**config.mk**
```make
export PLATFORM = sky130hd
export DESIGN_NAME = div_seq
export DESIGN_NICKNAME = d
export VERILOG_FILES = /design/src/rtl/div_seq.sv
export SDC_FILE = /design/constraint.sdc
export NUM_CORES = 1
export LEC_CHECK = 0
export CAP_MARGIN = 10
export CORE_ASPECT_RATIO = 1.75
export CORE_MARGIN = 2
export CORE_UTILIZATION = 57
export DETAILED_ROUTE_END_ITERATION = 12
export PLACE_DENSITY = 0.93
export SLEW_MARGIN = 20
export SYNTH_ARGS = -nofsm -noshare
export SYNTH_HDL_FRONTEND = slang
export SYNTH_SLANG_ARGS = --single-unit
```
**constraint.sdc**
```tcl
create_clock -name clk -period 4.09 [get_ports clk]
set_clock_uncertainty 0.05 [all_clocks]
set_input_delay 0.818 -clock clk [delete_from_list [all_inputs] [get_ports clk]]
set_output_delay 0.818 -clock clk [all_outputs]
set_load 0.1 [all_outputs]
```
**src/rtl/div_seq.sv**
```systemverilog
// Multi-cycle radix-2 restoring divider for DIV/DIVU.
// One quotient bit is produced per cycle. The result is {remainder, quotient} and is held while ready_o is high.
module div_seq #(
  parameter int DATA_W = 32
) (
  input  logic                  clk,
  input  logic                  rst,
  input  logic                  signed_div_i,
  input  logic [DATA_W-1:0]     opdata1_i,
  input  logic [DATA_W-1:0]     opdata2_i,
  input  logic                  start_i,
  input  logic                  annul_i,
  output logic [2*DATA_W-1:0]   result_o,
  output logic                  ready_o,
  output logic                  busy_o
);

  localparam int CNT_W = $clog2(DATA_W) + 1;

  localparam logic [1:0] S_FREE   = 2'd0;
  localparam logic [1:0] S_BYZERO = 2'd1;
  localparam logic [1:0] S_ON     = 2'd2;
  localparam logic [1:0] S_END    = 2'd3;

  logic [1:0]            state_q, state_d;
  logic [CNT_W-1:0]      cnt_q, cnt_d;
  logic [DATA_W-1:0]     dvd_q, dvd_d;
  logic [DATA_W-1:0]     dsr_q, dsr_d;
  logic [DATA_W-1:0]     rem_q, rem_d;
  logic                  negq_q, negq_d;
  logic                  negr_q, negr_d;
  logic                  armed_q, armed_d;
  logic [2*DATA_W-1:0]   result_q, result_d;
  logic                  ready_q, ready_d;
  logic                  busy_q, busy_d;

  logic [DATA_W-1:0]     op1_abs, op2_abs;
  logic [DATA_W:0]       trial;
  logic                  ge;

  assign op1_abs = (signed_div_i && opdata1_i[DATA_W-1]) ? -opdata1_i : opdata1_i;
  assign op2_abs = (signed_div_i && opdata2_i[DATA_W-1]) ? -opdata2_i : opdata2_i;

  // dvd_q feeds dividend bits out of its MSB and collects quotient bits at its LSB.
  assign trial = {rem_q, dvd_q[DATA_W-1]};
  assign ge    = (trial >= {1'b0, dsr_q});

  always_comb begin
    state_d  = state_q;
    cnt_d    = cnt_q;
    dvd_d    = dvd_q;
    dsr_d    = dsr_q;
    rem_d    = rem_q;
    negq_d   = negq_q;
    negr_d   = negr_q;
    armed_d  = armed_q;
    result_d = result_q;

    case (state_q)
      S_FREE: begin
        // A new request is taken only after start_i was seen low in FREE.
        if (!start_i) armed_d = 1'b1;
        if (start_i && !annul_i && armed_q) begin
          armed_d = 1'b0;
          if (opdata2_i == '0) begin
            state_d = S_BYZERO;
          end else begin
            state_d = S_ON;
            dvd_d   = op1_abs;
            dsr_d   = op2_abs;
            rem_d   = '0;
            cnt_d   = '0;
            negq_d  = signed_div_i & (opdata1_i[DATA_W-1] ^ opdata2_i[DATA_W-1]);
            negr_d  = signed_div_i & opdata1_i[DATA_W-1];
          end
        end
      end
      S_BYZERO: begin
        state_d  = S_END;
        result_d = '0;
      end
      S_ON: begin
        if (cnt_q == CNT_W'(DATA_W)) begin
          state_d  = S_END;
          result_d = {negr_q ? -rem_q : rem_q, negq_q ? -dvd_q : dvd_q};
        end else begin
          // The difference is below the divisor, so it fits in DATA_W bits.
          rem_d = ge ? (trial[DATA_W-1:0] - dsr_q) : trial[DATA_W-1:0];
          dvd_d = {dvd_q[DATA_W-2:0], ge};
          cnt_d = cnt_q + 1'b1;
        end
      end
      default: begin
        if (!start_i) begin
          state_d  = S_FREE;
          result_d = '0;
        end
      end
    endcase

    if (annul_i && state_q != S_FREE) begin
      state_d  = S_FREE;
      result_d = '0;
      armed_d  = 1'b0;
    end
  end

  assign busy_d  = (state_d == S_BYZERO) || (state_d == S_ON);
  assign ready_d = (state_d == S_END);

  always_ff @(posedge clk or negedge rst) begin
    if (!rst) begin
      state_q  <= S_FREE;
      cnt_q    <= '0;
      dvd_q    <= '0;
      dsr_q    <= '0;
      rem_q    <= '0;
      negq_q   <= 1'b0;
      negr_q   <= 1'b0;
      armed_q  <= 1'b0;
      result_q <= '0;
      ready_q  <= 1'b0;
      busy_q   <= 1'b0;
    end else begin
      state_q  <= state_d;
      cnt_q    <= cnt_d;
      dvd_q    <= dvd_d;
      dsr_q    <= dsr_d;
      rem_q    <= rem_d;
      negq_q   <= negq_d;
      negr_q   <= negr_d;
      armed_q  <= armed_d;
      result_q <= result_d;
      ready_q  <= ready_d;
      busy_q   <= busy_d;
    end
  end

  assign result_o = result_q;
  assign ready_o  = ready_q;
  assign busy_o   = busy_q;

endmodule

```
==> results of run 1 <==
## logic make-up after synthesis
family	after synthesis
flops	173
mux	19
buf+inv	121
compound gates	397
fa+ha+maj	45
simple gates	421
xor+xnor	149
## area by class of cell
type | instances | area, sq um | area share (%)
clock buffers | 17 | 425 | 3.17
clock inverters | 15 | 199 | 1.48
inverters | 61 | 229 | 1.70
multi-input cells | 1031 | 6380 | 47.5
flip-flops and latches | 173 | 4330 | 32.2
well taps | 241 | 302 | 2.25
repair buffers | 159 | 1570 | 11.7
## per-layer routing
layer	GRT usage [%]	share of wire [%]	vias up
li1	-	-	4873
met1	30.7	32	4933
met2	57.2	53	450
met3	4.96	4.9	179
met4	27.1	9.7	0
met5	0	0	-
## flip-flops by register name, summed over array words and instances, names as in the netlist
name / cells
cnt_q: 6
dvd_q: 32
negq_q: 1
armed_q: 1
result_o: 64
ready_o: 1
state_q: 2
dsr_q: 32
busy_o: 1
negr_q: 1
rem_q: 32
## worst max-delay path, delay by kind of cell
| family | cells | cell delay [ps] |
|---|---|---|
| fa+ha+maj | 1 | 300 |
| simple gates | 5 | 1710 |
| compound gates | 3 | 620 |
| buf+inv | 1 | 470 |
## power by group through the flow
stage,Clock (mW),Sequential [mW],Combinational (mW)
3_5_place_dp,0,3.11,8.02
5_1_grt,1.82,3.20,8.78
2_1_floorplan,0,4.69,4.28
3_3_place_gp,0,3.08,7.80
4_1_cts,1.75,3.09,8.12
6_report,1.73,3.11,8.17
## layout by cell type, fill, tap and decap left out, types with 4 or more instances in the layout
| cell | netlist | routed |
|---|---|---|
| nand2_1 | 209 | 209 |
| o21ai_0 | 175 | 175 |
| dfrtp_1 | 173 | 173 |
| clkdlybuf4s50_1 | 0 | 133 |
| nor2_1 | 91 | 91 |
| a21oi_1 | 92 | 90 |
| xor2_1 | 90 | 90 |
| inv_1 | 61 | 61 |
| xnor2_1 | 59 | 59 |
| ha_1 | 44 | 44 |
| o31ai_1 | 25 | 25 |
| a22oi_1 | 23 | 23 |
| nor3_1 | 22 | 22 |
| buf_4 | 0 | 22 |
| mux2i_1 | 18 | 18 |
| or3_1 | 17 | 17 |
| clkbuf_16 | 0 | 17 |
| o221ai_1 | 16 | 16 |
| a21o_1 | 13 | 13 |
| nand3_1 | 12 | 12 |
| o41ai_1 | 10 | 10 |
| nand4_1 | 9 | 9 |
| a31oi_1 | 9 | 9 |
| nor2b_1 | 8 | 8 |
| or4_1 | 8 | 8 |
| nand2b_1 | 8 | 8 |
| o21a_1 | 6 | 6 |
| or2_2 | 5 | 5 |
| inv_6 | 0 | 5 |
| nor4_1 | 4 | 4 |
| o211ai_1 | 4 | 4 |
| or4_4 | 4 | 4 |
| inv_8 | 0 | 4 |
## metrics by stage
stage,utilization (%),setup WS (ps)
detailed placement,66.7,193
global placement,66.7,291
floorplan,-,590
finish,70.0,436
global route,70.0,232
CTS,69.9,472
## worst max-delay path by stage
stage	endpoint	slack, ps	start
finish	busy_o$_DFF_PN0_	440	opdata2_i[20]
floorplan	busy_o$_DFF_PN0_	590	opdata2_i[4]
CTS	busy_o$_DFF_PN0_	470	opdata2_i[20]
global placement	dvd_q[26]$_DFFE_PN0P_	290	opdata1_i[8]
global route	busy_o$_DFF_PN0_	230	opdata2_i[20]
detailed placement	dvd_q[29]$_DFFE_PN0P_	190	opdata1_i[8]
==> qor.yml, run 1 <==
dr.pass1.iters: 6
synth-main-ff-cell: "dfrtp_1"
chipHeight_um: 189
area_growth_pct: 20.4
grt.total_usage_pct: 31.9
cts_hold_buffers: 0
ys_top_cells_by_count: "209 x nand2_1, 175 x o21ai_0, 173 x dfrtp_1, 92 x a21oi_1, 91 x nor2_1"
rr_worst_depth: 13
yosys_warnings: 0
clock_sinks: 173
synth_cell_types: 60
stdcell_area_sq_um: 13400
diodes: 0
max_freq_ghz: 0.274
ys_top_cells_by_area: "dfrtp_1 39%, o21ai_0 7.9%, xor2_1 7.1%, nand2_1 7.0%, ha_1 4.9%"
grt_pass1_vias: 10600
cellLeakagePower_nw: 5.85
num_io_pins: 135
critPathLaunchType: "input port"
power_mw: 13.0
status: "finished, final reports clean"
synthXorXnorAreaFrac_pct: 11.7
die_w_um: 110
cts_tree: "done"
crit_path_end_kind: "register"
numCtsBuffers: 17
yosys.area.top_type_share_pct: 38.8
cp_common_cell: "a21oi_1"
rsz0062_at_grt: "false"
clock_latency_ps: 440
cts_setup_buffers: 0
critical-path-max-stage-delay_ps: 570
slew_violations: 0
synth_compound_area_share_pct: 21.2
hold_violations: 0
netlist_area_sq_um: 11200
max-vdd-ir-drop_uv: 665
cts_resized: 0
core_area_sq_um: 19200
htree_levels: 4
layout-drive-gt1-share_pct: 5.84
dieArea_sq_um: 20700
powerDensity_nw_per_um2: 969
detailed_place_hpwl_um: 23300
worstPathRequired_ps: 4360
path_clk_slew_ps: 70
via_count: 10400
fillCellCount: 1380
synth_edf_count: 0
path_cells: "clkdlybuf4s50_1 > or4_1 > nor3_1 > nor3b_1 > a31o_2 > or2_2 > a21oi_1 > a21oi_1 > nor2_1 > ha_1"
drtIter0Drc: 706
hold_ws_ps: 345
p_seq_share_pct: 23.9
overflow: 0
yosys.area_share.adder_pct: 5.12
grt_pass1_wl_um: 51100
crit_path_max_fanout: 6
rows: 67
worstPathArrival_ps: 3920
fin_crit_sh_pct: 89.3
placed_area_sq_um: 12800
io_buffers: 134
nNetsFinal: 1557
drc: 0
switching_share_pct: 53.6
antenna_found_initial: 0
internal-power_mw: 6.04
crit_slowest_cell: "or4_1"
avgRoutedWirePerCell_um: 18.8
yosysSeqAreaShare_pct: 38.8
fin_cells: 1697
p_clk_share_pct: 13.3
yosys.area_share.simple_pct: 17.3
drv_cap: 0
synth_top_family_by_area: "compound AO/OA/AOI/OAI gates"
grt_start_max_net_pins: 81
min_path_type: "in2async"
cts_buffer_depth: 2
worst-setup-path-type: "in2reg"
relSlewSlack_pct: 29.9
yosys-mux-area-fraction_pct: 1.72
synth.net_count: 1439
worst_pin_slew_ps: 1050
dp.cells: 1665
worstReg2RegEnd: "rem_q[30]$_DFFE_PN0P_"
ys_async_sr_fraction_pct: 100
ff2ff_setup_slack_ps: 470
wl_um: 31900
cts_root_buf: "clkbuf_16"
synth_top_area_cell: "dfrtp_1"
synth.most_common_cell: "nand2_1"
setup_viol: 0
combPwrFrac_pct: 62.8
fin_tns_setup_ps: 0
initial_core_util_pct: 58.1
viasPerCell: 6.15
postRouteAntennaNets: 0
p_sw_mw: 6.97
final.min_clock_period_ps: 3650
synth_seq_cells: 173
synthesis.instances: 1325
syn_avg_cell_area_sq_um: 8.42
reg2reg_from: "dvd_q[31]$_DFFE_PN0P_"
globalplace.congestion: 0.952
(Power assumes the default switching activity.)
==> run 2: changes to the inputs <==
--- a/config.mk
+++ b/config.mk
@@ -8,10 +8,10 @@
 export CAP_MARGIN = 10
 export CORE_ASPECT_RATIO = 1.75
 export CORE_MARGIN = 2
-export CORE_UTILIZATION = 57
+export CORE_UTILIZATION = 40
 export DETAILED_ROUTE_END_ITERATION = 12
-export PLACE_DENSITY = 0.93
-export SLEW_MARGIN = 20
+export PLACE_DENSITY = 0.73
+export SLEW_MARGIN = 10
 export SYNTH_ARGS = -nofsm -noshare
 export SYNTH_HDL_FRONTEND = slang
 export SYNTH_SLANG_ARGS = --single-unit
==> run 2 against run 1 <==
Against the previous run: via count shrank 5.4%; sequential cell count stayed put; worst hold slack got worse by 84 ps; critical endpoint unchanged.
==> qor.yml, run 2 (same netlist as run 1, synthesis figures left out) <==
busiest_layer: "met2"  # unchanged
final.min_clock_period_ps: 3550  # was 3650 ps
fin_crit_sh_pct: 86.7  # was 89.3%
dp.cells: 1794  # was 1665
initial_core_util_pct: 40.8  # was 58.1%
detailed_place_hpwl_um: 23800  # was 23300 um
overflow: 0  # unchanged
cts_tree: "done"  # unchanged
clock_latency_ps: 450  # was 440 ps
clock_sinks: 173  # unchanged
ff_latch_area_sq_um: 4330  # unchanged
wl_um: 30900  # was 31900 um
grtUsageMet3_pct: 3.18  # was 4.96%
cts_root_buf: "clkbuf_16"  # unchanged
critPathTopFamily: "simple AND/OR/NAND/NOR gates"  # unchanged
crit_path_max_fanout: 4  # was 6
hold_ws_ps: 261  # was 345 ps
path_clk_slew_ps: 60  # was 70 ps
multiInputGateArea_sq_um: 6380  # about the same
numCtsBuffers: 17  # unchanged
die_w_um: 130  # was 110 um
fin_cells: 1824  # was 1697
avgRoutedWirePerCell_um: 17.0  # was 18.8 um
io_buffers: 134  # unchanged
postRouteAntennaNets: 0  # unchanged
worst-setup-path-type: "in2reg"  # unchanged
final_cell_mix: "209 x nand2_1, 175 x o21ai_0, 173 x dfrtp_1"  # unchanged
crit_slowest_cell: "or4_1"  # unchanged
critPathLaunchType: "input port"  # unchanged
max-vdd-ir-drop_uv: 834  # was 665 uV
worstPathArrival_ps: 3830  # was 3920 ps
cts_buffer_depth: 2  # unchanged
worstPathRequired_ps: 4370  # was 4360 ps
diodes: 0  # unchanged
status: "finished, final reports clean"  # unchanged
dp_slack_ps: 133  # was 193 ps
cellLeakagePower_nw: 5.87  # was 5.85 nW
critPathBufInv: 1  # unchanged
drc: 0  # unchanged
max_freq_ghz: 0.282  # was 0.274 GHz
chipHeight_um: 225  # was 189 um
grt_start_max_net_pins: 79  # was 81
finalCoreUtilization_pct: 49.8  # was 70.0%
p_clk_share_pct: 13.6  # was 13.3%
crit_path_end_kind: "register"  # unchanged
layout-drive-gt1-share_pct: 5.70  # was 5.84%
dieArea_sq_um: 29300  # was 20700 sq um
largest_reg_flops: 64  # unchanged
dr.pass1.iters: 5  # was 6
final_common_cell: "nand2_1"  # unchanged
combPwrFrac_pct: 62.3  # was 62.8%
grt_pass1_wl_um: 49700  # was 51100 um
cts_setup_buffers: 0  # unchanged
drv_cap: 0  # unchanged
fillCellCount: 2600  # was 1380
rows: 80  # was 67
area_growth_pct: 22.1  # was 20.4%
rr_worst_depth: 13  # unchanged
htree_levels: 4  # unchanged
relSlewSlack_pct: 23.9  # was 29.9%
path_cells: "clkdlybuf4s50_1 > or4_1 > nor3_1 > nor3b_1 > nand2_1 > o41ai_1 > a2111oi_0 > a211oi_1 > ha_1"  # was clkdlybuf4s50_1 > or4_1 > nor3_1 > nor3b_1 > a31o_2 > or2_2 > a21oi_1 > a21oi_1 > nor2_1 > ha_1
critical-path-max-stage-delay_ps: 580  # was 570 ps
p_seq_share_pct: 24.0  # was 23.9%
viasPerCell: 5.41  # was 6.15
antenna_found_initial: 0  # unchanged
worst_pin_slew_ps: 1140  # was 1050 ps
hold_violations: 0  # unchanged
setup_viol: 0  # unchanged
drtIter0Drc: 328  # was 706
fin_tns_setup_ps: 0  # unchanged
via_count: 9873  # was 10400
grt_util_met2_pct: 42.0  # was 57.2%
grt.total_usage_pct: 21.9  # was 31.9%
cts_resized: 0  # unchanged
powerDensity_nw_per_um2: 948  # was 969 nW/um^2
p_sw_mw: 6.79  # was 6.97 mW
cts_hold_buffers: 0  # unchanged
grt_pass1_vias: 9822  # was 10600
switching_share_pct: 52.6  # was 53.6%
min_path_type: "in2async"  # unchanged
nNetsFinal: 1558  # was 1557
crit_cells: 9  # was 10
fin_ws_ps: 543  # was 436 ps
rsz0062_at_grt: "false"  # unchanged
use_met1_pct: 21.4  # was 30.7%
slew_violations: 0  # unchanged
core_area_sq_um: 27300  # was 19200 sq um
num_io_pins: 135  # unchanged
internal-power_mw: 6.12  # was 6.04 mW
globalplace.congestion: 0.924  # was 0.952
==> run 2: power groups by stage <==
| stage | Combinational [mW] | Sequential, mW | Clock, mW |
|---|---|---|---|
| CTS | 8.09 | 3.10 | 1.79 |
| global placement | 7.95 | 3.10 | 0 |
| floorplan | 4.28 | 4.69 | 0 |
| detailed placement | 8.04 | 3.13 | 0 |
| global route | 8.70 | 3.21 | 1.85 |
| finish | 8.05 | 3.10 | 1.76 |
==> run 2: path summary, 6_finish.rpt <==
path                       slack (ps)                        to                      from
setup / recovery                  540          busy_o$_DFF_PN0_             opdata2_i[20]
hold / removal                    260      dsr_q[0]$_DFFE_PN0P_                       rst
setup reg to reg                  550     rem_q[30]$_DFFE_PN0P_     dvd_q[31]$_DFFE_PN0P_
hold reg to reg                   430  result_o[43]$_DFFE_PN0P_  result_o[43]$_DFFE_PN0P_
max in group asynchronous        2730  result_o[51]$_DFFE_PN0P_                       rst
min in group clk                  430  result_o[43]$_DFFE_PN0P_  result_o[43]$_DFFE_PN0P_
==> run 2: cell type report <==
| cell class | instances | area share, % |
|---|---|---|
| Timing Repair Buffer | 160 | 11.7 |
| Multi-Input combinational cell | 1031 | 46.8 |
| Inverter | 61 | 1.68 |
| Tap cell | 369 | 3.39 |
| Sequential cell | 173 | 31.8 |
| Clock buffer | 18 | 3.15 |
| Clock inverter | 12 | 1.43 |
==> run 2: through the flow <==
stage	cell area, sq um	total power, mW
after floorplan	11200	8.97
after global placement	13000	11.1
after detailed placement	13000	11.2
after CTS	13600	13.0
after global routing	13600	13.8
final	13600	12.9
==> run 2: metal layers <==
metal	wire, um	up-vias
met5	0	-
met4	1910	0
met3	902	83
met2	17200	222
met1	10900	4703
li1	-	4865
